<file path="config.mk">
export PLATFORM = sky130hd
export DESIGN_NAME = ifu_fetch_flat
export DESIGN_NICKNAME = d
export VERILOG_FILES = /design/src/rtl/npc_pkg.sv /design/src/rtl/ifu_fetch_if.sv /design/src/rtl/ifu_fifo.sv /design/src/rtl/ifu_fetch.sv /design/src/flat_wrapper.sv
export SDC_FILE = /design/constraint.sdc
export NUM_CORES = 1
export LEC_CHECK = 0
export BUFFER_PORTS_ARGS = -buffer_cell sky130_fd_sc_hd__buf_4
export CAP_MARGIN = 25
export CORE_MARGIN = 3
export CORE_UTILIZATION = 35
export CTS_CLUSTER_SIZE = 14
export DETAILED_ROUTE_END_ITERATION = 12
export PLACE_DENSITY = 0.61
export SYNTH_ARGS = -nofsm -noshare
export SYNTH_HDL_FRONTEND = slang
export SYNTH_HIERARCHICAL = 1
export SYNTH_SLANG_ARGS = --single-unit
export TNS_END_PERCENT = 10
</file>
<file path="constraint.sdc">
create_clock -name clk -period 9.1 [get_ports clk]
set_input_delay 0 -clock clk [delete_from_list [all_inputs] [get_ports clk]]
set_output_delay 0 -clock clk [all_outputs]
set_load 0.05 [all_outputs]
</file>
<file path="src/rtl/npc_pkg.sv">
// rtl/npc_pkg.sv - shared types and constants for the fetch stage
package npc_pkg;

  localparam int XLEN = 32;

  typedef logic [XLEN-1:0] inst_t;

  localparam inst_t           NOP          = 32'h0000_0013;
  localparam logic [XLEN-1:0] DEF_RESET_PC = 32'h8000_0000;

  typedef struct packed {
    inst_t           inst;
    logic [XLEN-1:0] pc;
  } fetch_ent_t;

  function automatic logic [XLEN-1:0] word_align(input logic [XLEN-1:0] addr);
    return {addr[XLEN-1:2], 2'b00};
  endfunction

endpackage

</file>
<file path="src/rtl/ifu_fetch_if.sv">
// rtl/ifu_fetch_if.sv - instruction memory and decode handshakes of the fetch stage
interface ifu_fetch_if;
  import npc_pkg::*;

  logic            imem_req_valid;
  logic            imem_req_ready;
  logic [XLEN-1:0] imem_req_addr;
  logic            imem_rsp_valid;
  inst_t           imem_rsp_data;
  logic            inst_valid;
  logic            inst_ready;
  inst_t           inst;
  logic [XLEN-1:0] inst_pc;

  modport master (
    output imem_req_valid, imem_req_addr, inst_valid, inst, inst_pc,
    input  imem_req_ready, imem_rsp_valid, imem_rsp_data, inst_ready
  );

  modport slave (
    input  imem_req_valid, imem_req_addr, inst_valid, inst, inst_pc,
    output imem_req_ready, imem_rsp_valid, imem_rsp_data, inst_ready
  );

endinterface

</file>
<file path="src/rtl/ifu_fifo.sv">
// rtl/ifu_fifo.sv - registered instruction buffer with push/pop/flush
module ifu_fifo #(
  parameter int WIDTH = 64,
  parameter int DEPTH = 2
) (
  input  logic                   clk,
  input  logic                   rst_n,
  input  logic                   i_push,
  input  logic [WIDTH-1:0]       i_push_data,
  input  logic                   i_pop,
  input  logic                   i_flush,
  output logic [WIDTH-1:0]       o_pop_data,
  output logic                   o_full,
  output logic                   o_empty,
  output logic [$clog2(DEPTH):0] o_count
);

  localparam int AW = $clog2(DEPTH);
  localparam int CW = AW + 1;

  logic [WIDTH-1:0] r_mem [DEPTH];
  logic [AW-1:0]    r_wr_ptr;
  logic [AW-1:0]    r_rd_ptr;
  logic [CW-1:0]    r_count;
  logic             w_pop;

  assign w_pop = i_pop && (r_count != '0);

  always_ff @(posedge clk or negedge rst_n) begin
    if (!rst_n) begin
      r_wr_ptr <= '0;
      r_rd_ptr <= '0;
      r_count  <= '0;
    end else if (i_flush) begin
      r_wr_ptr <= '0;
      r_rd_ptr <= '0;
      r_count  <= '0;
    end else begin
      if (i_push) r_wr_ptr <= r_wr_ptr + AW'(1);
      if (w_pop)  r_rd_ptr <= r_rd_ptr + AW'(1);
      r_count <= r_count + CW'(i_push) - CW'(w_pop);
    end
  end

  always_ff @(posedge clk) begin
    if (i_push && !i_flush) r_mem[r_wr_ptr] <= i_push_data;
  end

  assign o_pop_data = r_mem[r_rd_ptr];
  assign o_full     = (r_count == CW'(DEPTH));
  assign o_empty    = (r_count == '0);
  assign o_count    = r_count;

endmodule

</file>
<file path="src/rtl/ifu_fetch.sv">
// rtl/ifu_fetch.sv - fetch PC, request credit, squash and halt control; IFU_ZERO_HALT_EN stops fetch on a zero word
module ifu_fetch import npc_pkg::*; #(
  parameter logic [XLEN-1:0] RESET_PC   = DEF_RESET_PC,
  parameter int              FIFO_DEPTH = 2
) (
  input  logic             clk,
  input  logic             rst_n,
  ifu_fetch_if.master      bus,
  input  logic             redirect_valid,
  input  logic [XLEN-1:0]  redirect_pc,
  output logic             halt
);

  localparam int CW = $clog2(FIFO_DEPTH) + 1;

  logic            r_run;
  logic            r_halt;
  logic [XLEN-1:0] r_fetch_pc;
  logic [XLEN-1:0] r_rsp_pc;
  logic [CW-1:0]   r_in_flight;
  logic [CW-1:0]   r_drop_cnt;

  logic [CW-1:0]   w_fifo_count;
  logic [CW-1:0]   w_in_flight_nxt;
  logic [CW:0]     w_credit_used;
  logic            w_fifo_full;
  logic            w_fifo_empty;
  logic            w_req_valid;
  logic            w_accept;
  logic            w_keep;
  logic            w_pop;
  logic            w_halt_set;
  fetch_ent_t      w_push_ent;
  fetch_ent_t      w_head;

  // Buffered plus outstanding words may never exceed the buffer size, so a response always has room.
  assign w_credit_used   = {1'b0, r_in_flight} + {1'b0, w_fifo_count};
  assign w_req_valid     = r_run && !r_halt && (w_credit_used < (CW+1)'(FIFO_DEPTH)) && !redirect_valid;
  assign w_accept        = w_req_valid && bus.imem_req_ready;
  assign w_keep          = bus.imem_rsp_valid && (r_drop_cnt == '0) && !r_halt && !redirect_valid;
  assign w_pop           = !w_fifo_empty && bus.inst_ready;
  assign w_in_flight_nxt = r_in_flight + CW'(w_accept) - CW'(bus.imem_rsp_valid);
  assign w_push_ent      = '{inst: bus.imem_rsp_data, pc: r_rsp_pc};

`ifdef IFU_ZERO_HALT_EN
  assign w_halt_set = w_keep && (bus.imem_rsp_data == '0);
`else
  assign w_halt_set = 1'b0;
`endif

  always_ff @(posedge clk or negedge rst_n) begin
    if (!rst_n) begin
      r_run       <= 1'b0;
      r_halt      <= 1'b0;
      r_fetch_pc  <= RESET_PC;
      r_rsp_pc    <= RESET_PC;
      r_in_flight <= '0;
      r_drop_cnt  <= '0;
    end else begin
      r_run       <= 1'b1;
      r_in_flight <= w_in_flight_nxt;
      if (redirect_valid) begin
        // Everything still outstanding belongs to the old path and is squashed on return.
        r_fetch_pc <= word_align(redirect_pc);
        r_rsp_pc   <= word_align(redirect_pc);
        r_drop_cnt <= w_in_flight_nxt;
        r_halt     <= 1'b0;
      end else begin
        if (w_accept) r_fetch_pc <= r_fetch_pc + 32'd4;
        if (w_keep)   r_rsp_pc   <= r_rsp_pc + 32'd4;
        if (bus.imem_rsp_valid && (r_drop_cnt != '0)) r_drop_cnt <= r_drop_cnt - CW'(1);
        if (w_halt_set) r_halt <= 1'b1;
      end
    end
  end

  ifu_fifo #(
    .WIDTH ($bits(fetch_ent_t)),
    .DEPTH (FIFO_DEPTH)
  ) u_fifo (
    .clk         (clk),
    .rst_n       (rst_n),
    .i_push      (w_keep),
    .i_push_data (w_push_ent),
    .i_pop       (w_pop),
    .i_flush     (redirect_valid),
    .o_pop_data  (w_head),
    .o_full      (w_fifo_full),
    .o_empty     (w_fifo_empty),
    .o_count     (w_fifo_count)
  );

  a_no_overflow: assert property (@(posedge clk) disable iff (!rst_n) !(w_keep && w_fifo_full && !w_pop));

  assign bus.imem_req_valid = w_req_valid;
  assign bus.imem_req_addr  = r_fetch_pc;
  assign bus.inst_valid     = !w_fifo_empty;
  assign bus.inst           = w_fifo_empty ? NOP : w_head.inst;
  assign bus.inst_pc        = w_head.pc;
  assign halt               = r_halt;

endmodule

</file>
<file path="src/flat_wrapper.sv">
// flat-port wrapper written by rule: the top's interface ports become plain ports
module ifu_fetch_flat import npc_pkg::*;
#(
  parameter logic [XLEN-1:0] RESET_PC   = DEF_RESET_PC,
  parameter int              FIFO_DEPTH = 2
)
  (clk, rst_n, redirect_valid, redirect_pc, halt, bus_imem_req_valid, bus_imem_req_addr, bus_inst_valid, bus_inst, bus_inst_pc, bus_imem_req_ready, bus_imem_rsp_valid, bus_imem_rsp_data, bus_inst_ready);
  ifu_fetch_if bus_i ();
  input  logic clk;
  input  logic rst_n;
  input  logic redirect_valid;
  input  logic [XLEN-1:0] redirect_pc;
  output logic halt;
  output wire logic [$bits(bus_i.imem_req_valid)-1:0] bus_imem_req_valid;
  output wire logic [$bits(bus_i.imem_req_addr)-1:0] bus_imem_req_addr;
  output wire logic [$bits(bus_i.inst_valid)-1:0] bus_inst_valid;
  output wire logic [$bits(bus_i.inst)-1:0] bus_inst;
  output wire logic [$bits(bus_i.inst_pc)-1:0] bus_inst_pc;
  input wire logic [$bits(bus_i.imem_req_ready)-1:0] bus_imem_req_ready;
  input wire logic [$bits(bus_i.imem_rsp_valid)-1:0] bus_imem_rsp_valid;
  input wire logic [$bits(bus_i.imem_rsp_data)-1:0] bus_imem_rsp_data;
  input wire logic [$bits(bus_i.inst_ready)-1:0] bus_inst_ready;
  assign bus_imem_req_valid = bus_i.imem_req_valid;
  assign bus_imem_req_addr = bus_i.imem_req_addr;
  assign bus_inst_valid = bus_i.inst_valid;
  assign bus_inst = bus_i.inst;
  assign bus_inst_pc = bus_i.inst_pc;
  assign bus_i.imem_req_ready = bus_imem_req_ready;
  assign bus_i.imem_rsp_valid = bus_imem_rsp_valid;
  assign bus_i.imem_rsp_data = bus_imem_rsp_data;
  assign bus_i.inst_ready = bus_inst_ready;
  ifu_fetch #(.RESET_PC(RESET_PC), .FIFO_DEPTH(FIFO_DEPTH)) u_core (.clk(clk), .rst_n(rst_n), .bus(bus_i), .redirect_valid(redirect_valid), .redirect_pc(redirect_pc), .halt(halt));
endmodule
</file>
==> reports/results.txt <==
Crit path max-delay family -> simple AND/OR/NAND/NOR gates
Pleak -> 0.004455 uW
setup TNS -> 0 ps
final clock period utilization by the worst path -> 39.51%
worst path arrival time -> 3930 ps
CP peak stage delay -> 660 ps
Die W -> 167.6 um
PortBufs -> 163
Synth Instances -> 717
Post-route DRC -> 0
CP Buf/Inv Count -> 2
TritonCTS clock tree -> yes
flop2flop setup slack -> 5500 ps
pwr/cell area -> 203.8 nW/um^2
Flop pwr share -> 45.1%
share of cells above drive strength 1 -> 30.84%
CTS root buf -> clkbuf_16
synthesized area -> 9143 sq um
Multi-input gate area -> 3267 sq um
Setup Skew -> 13.77 ps
clock latency on the worst-skew pair -> 430 ps
CP Cell Sequence -> and2_1 -> fa_1 -> or4b_4 -> nor2_4 -> inv_2 -> ha_1 -> inv_1 -> ha_1 -> xnor2_1 -> xnor2_1 -> nand2_1 -> o21ai_0
die area -> 28100 sq um
dpl cell area -> 10650 sq um
Final Slew Violations -> 0
area grow syn2layout -> 30.49%
Worst Setup SP -> u_core/u_fifo/o_count[0]
RSZ-0062 raised after global routing -> no
clock-pin slew on the worst setup and hold paths -> 70 ps
final wirelength -> 23090 um
peak supply drop -> 0.1244 mV
Worst-Margin Slew -> 931.4 ps
cells on worst reg2reg path -> 12
Critical Path End Type -> register
WL per Instance -> 18.04 um
Slowest-stage cell, CP -> or4b_4
Clock Power Share -> 32.8%
largest net degree at the start of global routing -> 72
Rows -> 58
max-cap viol count -> 0
switching share of power -> 30.86%
Placed Cells -> 1183
Rel. slew slack -> 37.90%
Sw Pwr -> 750.5 uW
worst reg2reg startpoint -> u_core/u_fifo/o_count[0]
Setup CP Type -> register to register
GRT overflow -> 0
maximum fanout along the worst path -> 22
gr usage total -> 16.36%
flip-flop and latch area -> 5574 sq um
Comb power frac -> 22.1%
Sink Count -> 197
syn_area_per_cell -> 12.75 sq um
drt pass-1 iters -> 5
min-delay worst type -> input port to register
worst-case clock buffer depth -> 2
cts bufs inserted -> 17
Nets -> 1015
io pins -> 169
Antenna diodes -> 0
vias per inst -> 5.266
warnings from Yosys -> 6
post-DP HPWL -> 15270 um
Fin. Hold Viols -> 0
Required @ worst endpoint -> 9440 ps
total power -> 2432 uW
Clock H-tree levels -> 4
Layout fillers -> 2320
CP Capture Point -> u_core/r_drop_cnt[1]
Int Power -> 1681 uW
final setup fails -> 0
Final min period -> 3596 ps
RePlAce Congestion -> 0.8344
Fmax -> 0.2781 GHz
initial antenna violation count -> 0
core box area -> 25400 sq um
Crit Reg-Reg Endpoint -> u_core/r_drop_cnt[1]
vias in the first global route -> 6519
status -> complete, no violations
Antenna Nets Post-Route -> 0
Initial Util -> 36.00%
startpoint class of the critical path -> register
design area -> 11930 sq um
DR iter-0 viols -> 570
die height -> 167.6 um
Vias -> 6741
Resized cells post-CTS -> 0
Stages on worst setup path -> 12
first-pass GRT wire length -> 36620 um
Non-Filler Instances -> 1280
layer usage:
layer / part of all wire (%) / vias to the layer above / track usage (%)
li1: - / 3154 / -
met2: 46 / 270 / 25.31
met5: 0 / - / 0
met4: 0.77 / 0 / 3.522
met1: 46 / 3303 / 23.57
met3: 7.2 / 14 / 3.966
worst min-delay path by stage:
stage	from	end	slack, ps	cells after the start
2_1_floorplan	rst_n	u_core/bus.imem_req_addr[10]	-300	0
3_3_place_gp	bus_imem_rsp_data[26]	u_core/u_fifo/r_mem[0][58]	180	1
3_5_place_dp	bus_imem_rsp_data[15]	u_core/u_fifo/r_mem[1][47]	190	1
4_1_cts	bus_inst_ready	u_core/u_fifo/r_rd_ptr	120	4
5_1_grt	redirect_valid	u_core/u_fifo/o_count[1]	140	2
6_report	redirect_valid	u_core/u_fifo/o_count[1]	120	2
final cells by class:
| cell class | instances | share of cell area, % |
|---|---|---|
| Clock buffer | 19 | 3.629 |
| Clock inverter | 13 | 1.626 |
| Inverter | 27 | 0.8600 |
| Multi-Input combinational cell | 459 | 27.38 |
| Sequential cell | 197 | 46.72 |
| Tap cell | 330 | 3.461 |
| Timing Repair Buffer | 235 | 16.32 |
through the flow:
stage          setup slack [ps]  util (%)  hold slack [ps]
2_1_floorplan              2827         -           -295.6
3_3_place_gp               5524     41.83            184.9
3_5_place_dp               5525     41.94            187.7
4_1_cts                    5498     46.97            116.5
5_1_grt                    5289     46.97            139.3
6_report                   5504     46.97            120.9
placed cells by master, fill, tap and decap left out, types with 17 or more instances in the layout:
master and n:
o21ai_0 23, nand3_1 28, mux2_2 68, nor2_1 20, edfxtp_1 128, dlygate4sd3_1 65, clkbuf_16 17, nand4_1 24
inv_1 23, dfrtp_1 66, nand2_1 56, buf_4 169, nor2b_1 34
flip-flops by register name, indices dropped and copies added (netlist names):
register / flops
u_core/u_fifo/r_mem: 128
u_core/bus.imem_req_addr: 30
u_core/r_rsp_pc: 30
u_core/r_drop_cnt: 2
u_core/r_in_flight: 2
u_core/u_fifo/o_count: 2
u_core/r_run: 1
u_core/u_fifo/r_rd_ptr: 1
u_core/u_fifo/r_wr_ptr: 1
power by group through the flow:
stage / Combinational (uW) / Sequential, uW / Clock, uW
2_1_floorplan: 296 / 1150 / 0
3_3_place_gp: 508 / 1110 / 0
3_5_place_dp: 515 / 1110 / 0
4_1_cts: 539 / 1100 / 821
5_1_grt: 575 / 1110 / 862
6_report: 536 / 1100 / 798
repair_timing:
item	4_1_cts	5_1_grt
hold endpoints to repair	191	0
hold buffers	65	0
setup buffers	0	0
Power figures use the tool's default switching activity.
